`src/rtl/notes_to_chord.sv`:
```
// notes_to_chord: collects pitch classes over a frame, then scores seven
// key-relative seventh-chord templates (one per cycle) and reports the best.
module notes_to_chord (
    input  logic        clk,
    input  logic        rst_n,
    input  logic [3:0]  key,
    input  logic [3:0]  note_in,
    input  logic        note_valid,
    input  logic        frame_end,
    output logic        note_ready,
    output logic [3:0]  chord_out,
    output logic        chord_valid,
    input  logic        chord_ready,
    output logic [11:0] note_mask,
    output logic        bad_note
);
    typedef enum logic [1:0] {IDLE, COLLECT, MATCH, OUT} state_t;
    state_t state, nxt;
    logic [11:0] mask, pat, tmpl;
    logic        bad, accept, fire, better;
    logic [3:0]  key_l, off, root;
    logic [4:0]  rsum;
    logic [23:0] sh;
    logic [2:0]  idx, best, best_idx, score, fin_score, fin_idx;

    always_ff @(posedge clk or negedge rst_n)
        if (!rst_n) state <= IDLE;
        else        state <= nxt;

    always_comb begin
        nxt = state;
        case (state)
            IDLE, COLLECT: nxt = fire ? MATCH : accept ? COLLECT : state;
            MATCH:         nxt = idx == 3'd7 ? OUT : MATCH;
            OUT:           nxt = chord_ready ? IDLE : OUT;
        endcase
    end

    always_comb begin
        note_ready  = state == IDLE || state == COLLECT;
        chord_valid = state == OUT;
    end

    assign accept = note_valid && note_ready;
    assign fire   = frame_end && note_ready;

    // Current template: interval pattern rotated up to its root.
    always_comb begin
        off = idx == 3'd1 ? 4'd0 : idx == 3'd2 ? 4'd1 : idx == 3'd3 ? 4'd2 :
              idx == 3'd4 ? 4'd4 : idx == 3'd5 ? 4'd5 : 4'd6;
        pat = idx == 3'd7 ? 12'h249 :
              (idx == 3'd1 || idx == 3'd4 || idx == 3'd5) ? 12'h891 : 12'h889;
        rsum      = {1'b0, key_l} + {1'b0, off};
        root      = rsum >= 5'd12 ? 4'(rsum - 5'd12) : rsum[3:0];
        sh        = {12'b0, pat} << root;
        tmpl      = sh[11:0] | sh[23:12];
        score     = 3'($countones(tmpl & mask));
        better    = score > best;
        fin_score = better ? score : best;
        fin_idx   = better ? idx : best_idx;
    end

    always_ff @(posedge clk or negedge rst_n) begin
        if (!rst_n) begin
            mask      <= '0;
            bad       <= 1'b0;
            key_l     <= '0;
            idx       <= '0;
            best      <= '0;
            best_idx  <= '0;
            chord_out <= '0;
            note_mask <= '0;
            bad_note  <= 1'b0;
        end else begin
            if (accept) begin
                mask <= mask | (12'd1 << note_in);
                bad  <= bad | (note_in >= 4'd12);
            end
            if (fire) begin
                key_l    <= key;
                idx      <= 3'd1;
                best     <= '0;
                best_idx <= '0;
            end
            if (state == MATCH) begin
                idx <= idx + 3'd1;
                if (better) begin
                    best     <= score;
                    best_idx <= idx;
                end
                if (idx == 3'd7) begin
                    chord_out <= (key_l < 4'd12 && fin_score >= 3'd3) ? {1'b0, fin_idx} : 4'd0;
                    note_mask <= mask;
                    bad_note  <= bad;
                end
            end
            if (state == OUT && chord_ready) begin
                mask <= '0;
                bad  <= 1'b0;
            end
        end
    end
endmodule

```
`config.mk`:
```
export PLATFORM = sky130hd
export DESIGN_NAME = notes_to_chord
export DESIGN_NICKNAME = d
export VERILOG_FILES = /design/src/rtl/notes_to_chord.sv
export SDC_FILE = /design/constraint.sdc
export NUM_CORES = 1
export LEC_CHECK = 0
export ABC_CLOCK_PERIOD_IN_PS = 11300
export CORE_ASPECT_RATIO = 2
export CORE_UTILIZATION = 45
export CTS_CLUSTER_SIZE = 12
export DETAILED_ROUTE_END_ITERATION = 6
export PLACE_DENSITY = 0.76
export SYNTH_ARGS = -nofsm -noshare
export SYNTH_HDL_FRONTEND = slang
export SYNTH_SLANG_ARGS = --single-unit
```
`constraint.sdc`:
```
create_clock -name clk -period 11.3 [get_ports clk]
set_input_delay 3.39 -clock clk [delete_from_list [all_inputs] [get_ports clk]]
set_output_delay 3.39 -clock clk [all_outputs]
set_load 0.01 [all_outputs]
```
==> Word level (Yosys, flattened, before mapping) <==
Cells that the tools add are included.
{ "word_totals": {"inputBits": 13, "output_inout_bits": 19, "wordCells": 85, "reg_bits": 45} }
{ "op_classes": {"n_lt_le_gt_ge": 5, "n_reduce_logical": 12, "n_shift": 2, "add_sub_neg": 14, "bitwise": 4, "mux": 28, "n_eq_ne": 10} }
{ "op_table": {"columns": ["cell", "n"], "rows": [
  ["3-bit two-way mux", 14],
  ["12-bit two-way mux", 3],
  ["12-bit bitwise OR", 2],
  ["12-bit by 4-bit left shift with 24-bit output", 1],
  ["1-bit by 1-bit adder with 2-bit output", 6],
  ["12-bit AND", 1],
  ["1-bit by 4-bit left shift with 12-bit output (first input constant)", 1],
  ["2-bit two-way mux", 5],
  ["2-bit by 2-bit adder with 3-bit output", 3],
  ["3-bit == test (second input constant)", 3],
  ["3-bit adder", 2],
  ["3-bit by 2-bit == test with 1-bit output (second input constant)", 2],
  ["2-bit one-hot mux with 3 select lines", 1],
  ["4-bit by 3-bit adder with 5-bit output", 1],
  ["5-bit by 4-bit >= comparator with 1-bit output (second input constant)", 1],
  ["5-bit two-way mux", 1],
  ["2-bit == test (second input constant)", 2],
  ["4-bit >= comparator (second input constant)", 1],
  ["1-bit logical AND", 4],
  ["4-bit less-than comparator (second input constant)", 1],
  ["4-bit two-way mux", 1],
  ["2-bit nonzero test", 2],
  ["4-bit subtractor (second input constant)", 1],
  ["3-bit by 1-bit adder with 3-bit output (second input constant)", 1],
  ["other kinds (11)", 15]
]} }

==> Longest topological paths before layout <==
{ "depth": {"depth_word": 21, "ltp_mapped": 33, "depth_no_buf": 31} }

==> Worst setup path after synthesis <==
OpenSTA, ideal clock, no wires.
{ "synth_timing": {"kind": "reg-to-reg", "startpoint": "register idx[0]", "endpoint": "register best[0]", "synth_period_minus_slack_ns": 7.929, "setup_ns": 0.128, "required_ns": 11.172, "stages_incl_launch_ff": 31, "path_slack_ns": 3.371, "arrival_ns": 7.802, "path_buffers": 1, "path_cell_list": "dfrtp_1 ha_1 ha_1 nand2b_1 o32ai_1 ha_1 inv_1 fa_1 nor2b_1 nor2_1 ha_1 and3b_2 nor2_2 nand3_2 nand2_4 mux4_2 o211ai_2 fa_1 fa_1 fa_1 inv_1 fa_1 ha_1 fa_1 ha_1 nor2b_1 o21ai_0 a32oi_2 nor3b_1 buf_2 o21ai_0"} }
{ "synth_via": {"elab_chain_cells": 19, "word_cells_on_any_way": 36, "classes_between": "add/sub (13); order compare (2); eq/ne (6); shift (1); mux (10); bitwise (2); reduce/logical (2)"} }
{ "synth_rtl": {"columns": ["element", "line_no", "text"], "rows": [
  ["start, declared", "24", "logic [2:0] idx, best, best_idx, score, fin_score, fin_idx;"],
  ["start signal, assigned", "86", "idx <= idx + 3'd1;"],
  ["3-bit == test", "50, 52", null],
  ["2-bit two-way mux (2 in series)", "50", "idx == 3'd4 ? 4'd4 : idx == 3'd5 ? 4'd5 : 4'd6;"],
  ["3-bit two-way mux (3 in series)", "49", "off = idx == 3'd1 ? 4'd0 : idx == 3'd2 ? 4'd1 : idx == 3'd3 ? 4'd2 :"],
  ["4-bit by 3-bit adder with 5-bit output", "53", "rsum = {1'b0, key_l} + {1'b0, off};"],
  ["4-bit subtractor or 5-bit by 4-bit >= comparator with 1-bit output (tied branches)", "54", "root = rsum >= 5'd12 ? 4'(rsum - 5'd12) : rsum[3:0];"],
  ["4-bit two-way mux", "54", null],
  ["12-bit by 4-bit left shift with 24-bit output (*)", "55", "sh = {12'b0, pat} << root;"],
  ["12-bit bitwise OR (*)", "56", "tmpl = sh[11:0] | sh[23:12];"],
  ["12-bit AND (*)", "57", "score = 3'($countones(tmpl & mask));"],
  ["1-bit by 1-bit adder with 2-bit output (implied by the code)", "57", null],
  ["2-bit by 2-bit adder with 3-bit output (implied by the code)", "57", null],
  ["3-bit adder (implied by the code)", "57", null],
  ["3-bit adder (implied by the code) (*)", "57", null],
  ["3-bit greater-than comparator", "58", "better = score > best;"],
  ["3-bit two-way mux (*)", "87", "if (better) begin"],
  ["3-bit two-way mux (*)", "85", "if (state == MATCH) begin"],
  ["end signal, assigned", "88", "best <= score;"],
  ["end, declared", "24", null]
]} }
Every way passes the cells marked *; elsewhere a longest branch is shown, timed or not.
A chain may end at the register's enable or synchronous reset.

==> Worst setup path after layout <==
Ends and elaborated chain as after synthesis.

==> reports/metrics.yaml <==
status: "finished clean"
cp.arrival_ns: 9.47
io_buffers: 30
syn_nets: 380
setup_violations: 0
clockBufferDepth: 2
yosysTopAreaCell: "dfrtp_1"
synthArstFlopShare_pct: 100
drt_first_pass_iters: 4
skew_ns: 0.00707
netlist-cell-type-count: 83
setup.worst_path.class: "reg -> reg"
slowest_delay_ns: 0.89
gp_congestion: 0.944
vias: 2723
worst_pin_slew_ns: 1.05
end_kind: "register"
drc: 0
grt_pass1_vias: 2804
synth.most_common_cell: "dfrtp_1"
yosys-top-cells-count: "dfrtp_1 (44), nand2_1 (28), nor2_1 (24)"
crit_slowest_cell: "nor3b_1"
viasPerCell: 6.01
postCtsHoldBufs: 0
routedWlPerCell_um: 18.5
hold_viol: 0
synth_top_area_share_pct: 33.0
cts_htree_levels: 2
start_kind: "register"
yosys_register_bits: 44
syn_inst: 340
yosys-top-cells-area: "dfrtp_1 (33%), ha_1 (7.1%), fa_1 (4.8%), mux2_2 (4.7%), a21oi_1 (3.2%)"
syn2layout_area_growth_pct: 13.2
cts_resized: 0
avgSynthCellArea_um2: 9.81
rows: 44
die_x_um: 62.9
slew_viol_final: 0
fmax_mhz: 107
antenna_found_initial: 0
cts_buffers: 5
synth_seq_area_share_pct: 33.0
max_slew_margin_pct: 30.1
die_h_um: 124
grt-ovfl-total: 0
cp_max_fo: 13
dieArea_um2: 7780
postCtsSetupRepairBufs: 0
start_util_pct: 46.2
nets: 400
n_antenna_cell: 0
fin_setup_tns_ns: 0
crit_start: "idx[0]"
worstSetupEndpoint: "best[0]"
syn_area_um2: 3330
fin_crit_ns: 9.35
routed_wl_um: 8370
grt_pass1_wl_um: 13700
hold_path_class: "reg -> reg"
cts-root-buf: "clkbuf_16"
ant_nets: 0
drt-initial-drc-count: 157
track_usage_pct: 23.1
grt_max_degree: 45
rsz0062_at_grt: "false"
rr_endpoint: "best[0]"
clk_latency_ns: 0.29
rrSetupSlack_ns: 1.95
clock-sinks: 44
fin_crit_sh_pct: 82.7
detailed_place_hpwl_um: 6510
ios: 32
maxCapViolCount: 0
synth_edf_count: 0
clk_transition_reported_paths_ns: 0.06
coreArea_um2: 7210
cts_tree: "yes"
synth_warnings: 0
reg2reg_depth: 28
worst_ep_required_time_ns: 11.42
fillers: 655
drive_above_1_share_pct: 15.2
synth_flop_cell: "dfrtp_1"
r2r_start: "idx[0]"
[flip-flops by register name (all words and copies together), names as in the netlist, 2 cells and up]
name and count:
mask 12, note_mask 12, key_l 4, best 3
best_idx 3, chord_out 3, idx 3, state 2
[metrics by stage]
step / instance area, um^2 / setup WS, ns / util, % / hold slack (ns) / std cells
3_3_place_gp: 3610 / 2.31 / 50.1 / 0.474 / 445
5_1_grt: 3780 / 1.23 / 52.4 / 0.518 / 453
6_report: 3780 / 1.95 / 52.4 / 0.487 / 453
3_5_place_dp: 3610 / 2.03 / 50.1 / 0.476 / 445
2_1_floorplan: 3330 / 3.37 / - / 0.459 / 340
4_1_cts: 3780 / 1.94 / 52.4 / 0.494 / 453
[critical path, delay by kind of cell (launching register included)]
kind / cells / cell delay [ns]
buffers and inverters: 2 / 0.12
AND/OR/NAND/NOR: 8 / 2.30
multiplexers: 1 / 0.55
adder cells (fa/ha/maj): 12 / 4.39
XOR/XNOR: 1 / 0.30
AO/OA/AOI/OAI: 4 / 1.05
flip-flops: 1 / 0.45
[layer usage]
layer,share of wire (%),global-route usage [%]
met1,36,23.4
met2,55,43.3
met3,3.1,2.47
met4,4.9,16.4
met5,0,0
[worst min-delay path by stage]
stage                 startpoint      endpoint  slack (ns)  cells after the start
finish              note_mask[7]  note_mask[7]        0.49                      2
CTS                 note_mask[7]  note_mask[7]        0.49                      2
global placement    note_mask[7]  note_mask[7]        0.47                      2
floorplan                    bad           bad        0.46                      2
detailed placement  note_mask[7]  note_mask[7]        0.48                      2
global route        note_mask[7]  note_mask[7]        0.52                      2
[final cells by class]
cell class,instances,area [um^2],share of cell area (%)
inverters,23,86.3,2.29
flip-flops and latches,44,1100,29.2
clock buffers,6,129,3.41
multi-input cells,255,2010,53.1
repair buffers,31,303,8.02
well taps,92,115,3.05
clock inverters,2,35.0,0.928
[cells by family after synthesis]
family / after synthesis / synth area share, %
buf+inv: 41 / 6.79
fa+ha+maj: 27 / 11.9
mux: 21 / 7.69
compound gates: 99 / 22.5
other cells: 1 / 0.112
simple gates: 102 / 16.6
flops: 44 / 33.0
xor+xnor: 5 / 1.31
[cells in the final DEF (no fill, tap or decap), types with 3 or more instances in the layout]
cell type	instances
dfrtp_1	44
clkdlybuf4s50_1	29
nand2_1	28
nor2_1	24
inv_1	21
a21oi_1	21
ha_1	19
o21ai_0	16
mux2_2	14
nand3_1	8
o211ai_1	8
fa_1	8
a31oi_1	6
nor2b_1	5
nor3_1	5
mux2i_1	5
clkbuf_16	5
o21ai_1	4
and3_1	4
o311ai_1	4
nand2b_1	3
xnor2_1	3
nand2_2	3
a211oi_1	3
Power is left out: the tool's default activity adds up to more than one toggle a clock period on the data nets, which glitch-free logic cannot reach.
